[src/rtl/fetch_sequencer_pkg.sv]
// Shared definitions for the fetch sequencer: state encodings, skip opcodes and widths.
package fetch_sequencer_pkg;

  localparam int unsigned PC_W    = 8;
  localparam int unsigned INSTR_W = 8;

  localparam logic [3:0] OP_SNZA = 4'd8;
  localparam logic [3:0] OP_SNZS = 4'd9;

  typedef enum logic [1:0] {
    IDLE    = 2'b00,
    FETCH   = 2'b01,
    DECODE  = 2'b10,
    EXECUTE = 2'b11
  } state_t;

  // True when the executing instruction arms a skip of the next one.
  function automatic logic skip_taken(input logic [3:0] op,
                                      input logic       a_nz,
                                      input logic       s_nz);
    return ((op == OP_SNZA) && a_nz) || ((op == OP_SNZS) && s_nz);
  endfunction

endpackage

[src/rtl/fetch_sequencer_program_counter.sv]
// Program counter: PC_W-bit register, increments (wrapping) when i_inc is high.
module program_counter
  import fetch_sequencer_pkg::*;
(
  input  logic            i_clk,
  input  logic            i_rst_n,
  input  logic            i_inc,
  output logic [PC_W-1:0] o_pc
);

  logic [PC_W-1:0] r_pc;

  always_ff @(posedge i_clk or negedge i_rst_n) begin
    if (!i_rst_n) begin
      r_pc <= '0;
    end else if (i_inc) begin
      r_pc <= r_pc + 1'b1;
    end
  end

  assign o_pc = r_pc;

endmodule

[src/rtl/fetch_sequencer.sv]
// Fetch/decode/execute sequencer with run/step control and SNZA/SNZS skip handling.
module fetch_sequencer
  import fetch_sequencer_pkg::*;
(
  input  logic               clk,
  input  logic               reset,
  input  logic               run,
  input  logic               step,
  output logic               mem_req,
  output logic [PC_W-1:0]    mem_addr,
  input  logic               mem_ack,
  input  logic [INSTR_W-1:0] mem_rdata,
  input  logic               a_nz,
  input  logic               s_nz,
  output logic [3:0]         opcode,
  output logic [3:0]         operand,
  output logic               exec_en,
  output logic [PC_W-1:0]    pc,
  output logic               busy
);

  state_t             r_state;
  logic [INSTR_W-1:0] r_ir;
  logic               r_skip;
  logic               r_mem_req;
  logic               r_exec_en;
  logic               r_busy;
  logic               w_fetch_done;
  logic [PC_W-1:0]    w_pc;

  // Ack only counts while a request is outstanding.
  assign w_fetch_done = r_mem_req & mem_ack;

  program_counter u_pc (
    .i_clk   (clk),
    .i_rst_n (reset),
    .i_inc   (w_fetch_done),
    .o_pc    (w_pc)
  );

  // Outputs are registered alongside the state, so each branch sets them for the next state.
  always_ff @(posedge clk or negedge reset) begin
    if (!reset) begin
      r_state   <= IDLE;
      r_ir      <= '0;
      r_skip    <= 1'b0;
      r_mem_req <= 1'b0;
      r_exec_en <= 1'b0;
      r_busy    <= 1'b0;
    end else begin
      case (r_state)
        IDLE: begin
          if (run || step) begin
            r_state   <= FETCH;
            r_mem_req <= 1'b1;
            r_busy    <= 1'b1;
          end
        end
        FETCH: begin
          if (w_fetch_done) begin
            r_ir      <= mem_rdata;
            r_state   <= DECODE;
            r_mem_req <= 1'b0;
          end
        end
        DECODE: begin
          if (r_skip) begin
            r_skip <= 1'b0;
            if (run) begin
              r_state   <= FETCH;
              r_mem_req <= 1'b1;
            end else begin
              r_state <= IDLE;
              r_busy  <= 1'b0;
            end
          end else begin
            r_state   <= EXECUTE;
            r_exec_en <= 1'b1;
          end
        end
        EXECUTE: begin
          r_exec_en <= 1'b0;
          if (skip_taken(r_ir[7:4], a_nz, s_nz)) begin
            r_skip <= 1'b1;
          end
          if (run) begin
            r_state   <= FETCH;
            r_mem_req <= 1'b1;
          end else begin
            r_state <= IDLE;
            r_busy  <= 1'b0;
          end
        end
        default: begin
          r_state   <= IDLE;
          r_mem_req <= 1'b0;
          r_exec_en <= 1'b0;
          r_busy    <= 1'b0;
        end
      endcase
    end
  end

  assign mem_req  = r_mem_req;
  assign mem_addr = w_pc;
  assign pc       = w_pc;
  assign opcode   = r_ir[7:4];
  assign operand  = r_ir[3:0];
  assign exec_en  = r_exec_en;
  assign busy     = r_busy;

endmodule

[config.mk]
export PLATFORM = sky130hd
export DESIGN_NAME = fetch_sequencer
export DESIGN_NICKNAME = d
export VERILOG_FILES = /design/src/rtl/fetch_sequencer_pkg.sv /design/src/rtl/fetch_sequencer_program_counter.sv /design/src/rtl/fetch_sequencer.sv
export SDC_FILE = /design/constraint.sdc
export NUM_CORES = 1
export LEC_CHECK = 0
export ABC_AREA = 1
export BUFFER_PORTS_ARGS = -buffer_cell sky130_fd_sc_hd__buf_2
export CAP_MARGIN = 20
export CORE_MARGIN = 1
export CORE_UTILIZATION = 35
export DETAILED_ROUTE_END_ITERATION = 6
export HOLD_SLACK_MARGIN = 0.15
export PLACE_DENSITY = 0.65
export SKIP_CTS_REPAIR_TIMING = 1
export SYNTH_ARGS = -nofsm -noshare
export SYNTH_HDL_FRONTEND = slang
export SYNTH_SLANG_ARGS = --single-unit
[constraint.sdc]
create_clock -name clk -period 1.5 [get_ports clk]
set_input_delay 0.075 -clock clk [delete_from_list [all_inputs] [get_ports clk]]
set_output_delay 0.075 -clock clk [all_outputs]
set_load 0.02 [all_outputs]
# ---- After elaboration in Yosys (flattened, before gate mapping)
# Cells that the tools add are included.
dict set report word_totals {
  register_bits 22
  elab_cells 49
}
dict set report op_classes {
  addsub 1
  eq_ne 10
  muxes 17
  bitwise_logic 1
  reduce_logical 13
}
# op count
set op_table {}
lappend op_table {{$mux 1} 9}
lappend op_table {{$add 8x1->8 const B} 1}
lappend op_table {{$eq 4x4->1 const B} 2}
lappend op_table {{$ne 2x2->1 const B} 4}
lappend op_table {{$pmux 2 s4} 1}
lappend op_table {{$reduce_and 2->1} 4}
lappend op_table {{$mux 2} 3}
lappend op_table {{$reduce_and 3->1} 2}
lappend op_table {{$eq 2x2->1 const B} 2}
lappend op_table {{$pmux 1 s2} 2}
lappend op_table {{$pmux 1 s4} 1}
lappend op_table {{$pmux 1 s3} 1}
lappend op_table {{$reduce_bool 3->1} 1}
lappend op_table {{$eq 2x1->1 const B} 1}
lappend op_table {{$logic_and 1x1->1} 2}
lappend op_table {{$logic_not 2->1} 1}
lappend op_table {{$logic_or 1x1->1} 2}
lappend op_table {{$ne 2x1->1 const B} 1}
lappend op_table {{$reduce_bool 2->1} 1}
lappend op_table {{$and 1x1->1} 1}

# ---- Logic depth before layout (Yosys ltp)
dict set report depth {
  ltp_word 5
  mapped_depth 7
}

# ---- Hierarchy
# From an unflattened synthesis, not the netlist that was laid out.
dict set report unflattened {
  hier_cells 129
  area_unflattened_um2 1111.1
}
# module instances cells_per_inst area_per_inst_um2 seq_area_each_um2
set modules_own_cells {}
lappend modules_own_cells {fetch_sequencer 1 89 735.7 350.3}
lappend modules_own_cells {program_counter 1 40 375.4 200.2}

# ---- Worst setup path after synthesis
# No wires, ideal clock.
dict set report synth_timing {
  path_kind {reg-to-reg}
  startpoint {reg u_pc.r_pc[0], in the netlist u_pc.o_pc[0]}
  endpoint {reg u_pc.r_pc[6], in the netlist u_pc.o_pc[6]}
  t_arrival_ps 1107
  required_ps 1383
  slack_ps 275
  path_stages_with_launch 7
  path_buffers 0
  path_cell_list {dfrtp_1 ha_1 inv_1 nor3_4 nand2_1 nand2_1 nand2_1}
}
dict set report synth_via {
  elab_chain_len 1
}
# element line_no
set synth_rtl {}
lappend synth_rtl {{start: declaration} fetch_sequencer_program_counter.sv:11} ;# logic [PC_W-1:0] r_pc;
lappend synth_rtl {{start signal: assignment} fetch_sequencer_program_counter.sv:17} ;# r_pc <= r_pc + 1'b1;
lappend synth_rtl {{$add 8x1->8} fetch_sequencer_program_counter.sv:17}
# Every way passes these cells.
# A chain may end at the register's enable or synchronous reset.

# ---- Final worst setup path
dict set report layout_timing {
  startpoint {reg r_state[1]}
  endpoint {reg r_ir[0]}
}
dict set report layout_via {
  elab_chain_len 2
}
# element line_no
set layout_rtl {}
lappend layout_rtl {{start: declaration} fetch_sequencer.sv:22} ;# state_t r_state;
lappend layout_rtl {{start signal: assignment} fetch_sequencer.sv:44} ;# r_state <= IDLE;
lappend layout_rtl {{start signal: assignment} fetch_sequencer.sv:54} ;# r_state <= FETCH;
lappend layout_rtl {{start signal: assignment} fetch_sequencer.sv:62} ;# r_state <= DECODE;
lappend layout_rtl {{$eq 2x1->1} fetch_sequencer.sv:51} ;# case (r_state)
lappend layout_rtl {{$reduce_and 2->1 (no line)} -}
lappend layout_rtl {{end signal: assignment} fetch_sequencer.sv:61} ;# r_ir <= mem_rdata;
lappend layout_rtl {{end: declaration} fetch_sequencer.sv:23} ;# logic [INSTR_W-1:0] r_ir;
# Every way passes these cells.

==> flow_metrics.tcl <==
set metrics [dict create \
    vias_cell 4.31 \
    timing.max_cap.violations 0 \
    postSynth.topFlopCell "dfrtp_1" \
    tritoncts.num_buffers 3 \
    leakage_nw 0.838 \
    share_of_the_clock_period_used_by_the_worst_path_after_layout_pct 88.4 \
    synth_cell_types 24 \
    ctsLongestPathBuffers 2 \
    die_y_um 58.9 \
    num-fill-cells 320 \
    worst-r2r-setup-slack_ns 0.17 \
    remaining_drc_errors 0 \
    worstRegToRegCells 4 \
    hold_viol_final 0 \
    fin_skew_ns 0.00870 \
    synthDominantCellAreaShare_pct 48.6 \
    clock_tree.root_cell "clkbuf_4" \
    final_period_minus_worst_setup_slack_ns 1.33 \
    report.final.setup_viol 0 \
    layout.cells.most_common_list "buf_2, nand2_1, dfrtp_1" \
    irDropWorstVdd_mv 0.876 \
    vias 949 \
    power-per-cell-area_nw_per_um2 1890 \
    floorplan_die_area_um2 3470 \
    final_design_area_no_fill_um2 1470 \
    class_of_the_tightest_hold_or_removal_check "input pin to flip-flop" \
    grt_max_degree 23 \
    setup_tns_ns 0 \
    total_standard_cell_area_after_synthesis_um2 1130 \
    synthesis.instances 129 \
    first_pass_grt_wire_length_mm 3.52 \
    syn_nets 145 \
    worstReg2RegStart "r_state[1]" \
    number_of_antenna_violations_at_the_first_check_in_global_routing 0 \
    synth.largest_area_cell "dfrtp_1" \
    fp-row-count 20 \
    drt_wl_total_mm 2.18 \
    cp.arrival_ns 1.52 \
    asyncSetResetFlopFracSynth_pct 100 \
    insertion_delay_ns 0.31 \
    critical_path.cell_chain "nor2_2 > nand3_2 > nand2_1 > o21ai_2" \
    initial_utilization_pct 37.1 \
    gp_congestion 0.844 \
    grt_overflow_total 0 \
    cts_sinks 22 \
    layout-drive-gt1-share_pct 36.4 \
    route.antenna.remaining_nets 0 \
    floorplan.io_pins 42 \
    unrepaired_setup_endpoints_after_global_routing "no" \
    yosys_warnings 0 \
    worstSetupPathType "flip-flop to flip-flop" \
    syn_to_final_growth_pct 29.2 \
    die_w_um 58.9 \
    clkSlewWorstSetupHoldPaths_ns 0.12 \
    n_antenna_cell 0 \
    drt_iter0_markers 44 \
    synth.area.top_cells "dfrtp_1, nand2_1, inv_1, o21ai_2, buf_4" \
    cts_tree "yes" \
    h-tree-depth 1 \
    timing.slew.headroom_pct 67.6 \
    cp-startpoint "r_state[1]" \
    worstSetupEndpoint "r_ir[0]" \
    syn_avg_cell_area_um2 8.79 \
    synth.ff_latch_count 22 \
    timing.critical_path.fanout_max 16 \
    critPathRequiredTime_ns 1.69 \
    core_region_area_um2 3050 \
    nets 194 \
    clock.fmax_mhz 754 \
    dpl-instance-area_um2 1320 \
    placement.io_buffers 41 \
    grt_util_all_layers_pct 14.0 \
    layout_commonest_cell "buf_2" \
    report.final.slew_viol_count 0 \
    max_slew.worst_pin.slew_ns 0.485 \
    synth_enable_flop_cells 0 \
    reg2reg_to "r_ir[0]" \
    place.detailed.hpwl_mm 1.57 \
    grt_pass1_vias 812 \
    critical_path.startpoint_type "flip-flop" \
    drtPass1Iterations 4 \
    post_drt_wl_per_cell_um 9.90 \
    longest_individual_stage_delay_on_the_worst_path_ns 0.45 \
    yosysSeqAreaShare_pct 48.6 \
    crit_path_end_kind "flip-flop" \
    timing.critical_path.slowest_stage_cell "dfrtp_1" \
    outcome "finished, final reports clean" \
]
sequential cells by signal (all words and copies together) (netlist names):
name	flops
mem_req	1
r_ir	8
busy	1
exec_en	1
u_pc.o_pc	8
r_state	2
r_skip	1
per-stage QoR:
stage / utilization [%] / hold WS [ns] / instances / setup WS (ns) / total power [mW]
6_report: 48.0 / 0.134 / 220 / 0.174 / 2.77
5_1_grt: 48.0 / 0.168 / 220 / 0.0795 / 3.02
2_1_floorplan: - / -0.221 / 129 / 0.275 / 2.17
3_5_place_dp: 43.3 / 0.0658 / 205 / 0.192 / 2.51
4_1_cts: 44.1 / -0.285 / 208 / 0.161 / 2.78
3_3_place_gp: 43.3 / 0.0658 / 205 / 0.227 / 2.47
power breakdown:
part | internal [mW] | switching (mW)
Sequential | 0.845 | 0.252
Clock | 0.0938 | 0.169
Combinational | 0.506 | 0.904
Total | 1.45 | 1.32
worst min-delay path by stage:
stage	from	depth (start not counted)	slack (ns)	end
6_report	step	5	0.13	r_state[0]
4_1_cts	reset	1	-0.28	u_pc.o_pc[6]
3_5_place_dp	reset	1	0.07	u_pc.o_pc[6]
3_3_place_gp	reset	1	0.07	u_pc.o_pc[5]
2_1_floorplan	reset	0	-0.22	busy
5_1_grt	step	5	0.17	r_state[0]
synthesized netlist by cell type (all sizes together) (3+ instances only):
cell,instances
nand2,35
dfrtp,22
inv,22
o21ai,11
buf,9
nor2,8
nand3,6
a21oi,4
nand4,3
xor2,3
cells by family after synthesis:
| family | synth area share (%) |
|---|---|
| AOI/OAI and AO/OA | 9.27 |
| adders and majority gates | 1.10 |
| DFF | 48.6 |
| muxes | 0.993 |
| and+or+nand+nor | 23.4 |
| buffers and inverters | 13.6 |
| xor gates and xnor gates | 3.09 |
final cells by class:
type	instances	area [um2]	area share [%]
flip-flops and latches	22	551	37.6
repair buffers	53	325	22.2
inverters	22	82.6	5.64
well taps	44	55.1	3.76
multi-input cells	76	429	29.3
clock buffers	3	22.5	1.54
routing by layer:
layer / track usage (%) / part of all wire, % / routed length, um
met1: 17.4 / 46 / 1010
met3: 5.05 / 6.2 / 136
met4: 6.80 / 1.6 / 35
met5: 0 / 0 / 0
met2: 21.4 / 46 / 995
worst max-delay path, delay by kind of cell (launching register included):
kind	cells	cell delay (ns)
simple gates	3	0.69
flops	1	0.45
compound gates	1	0.07
Note: power is estimated with default switching activity, not from simulation.
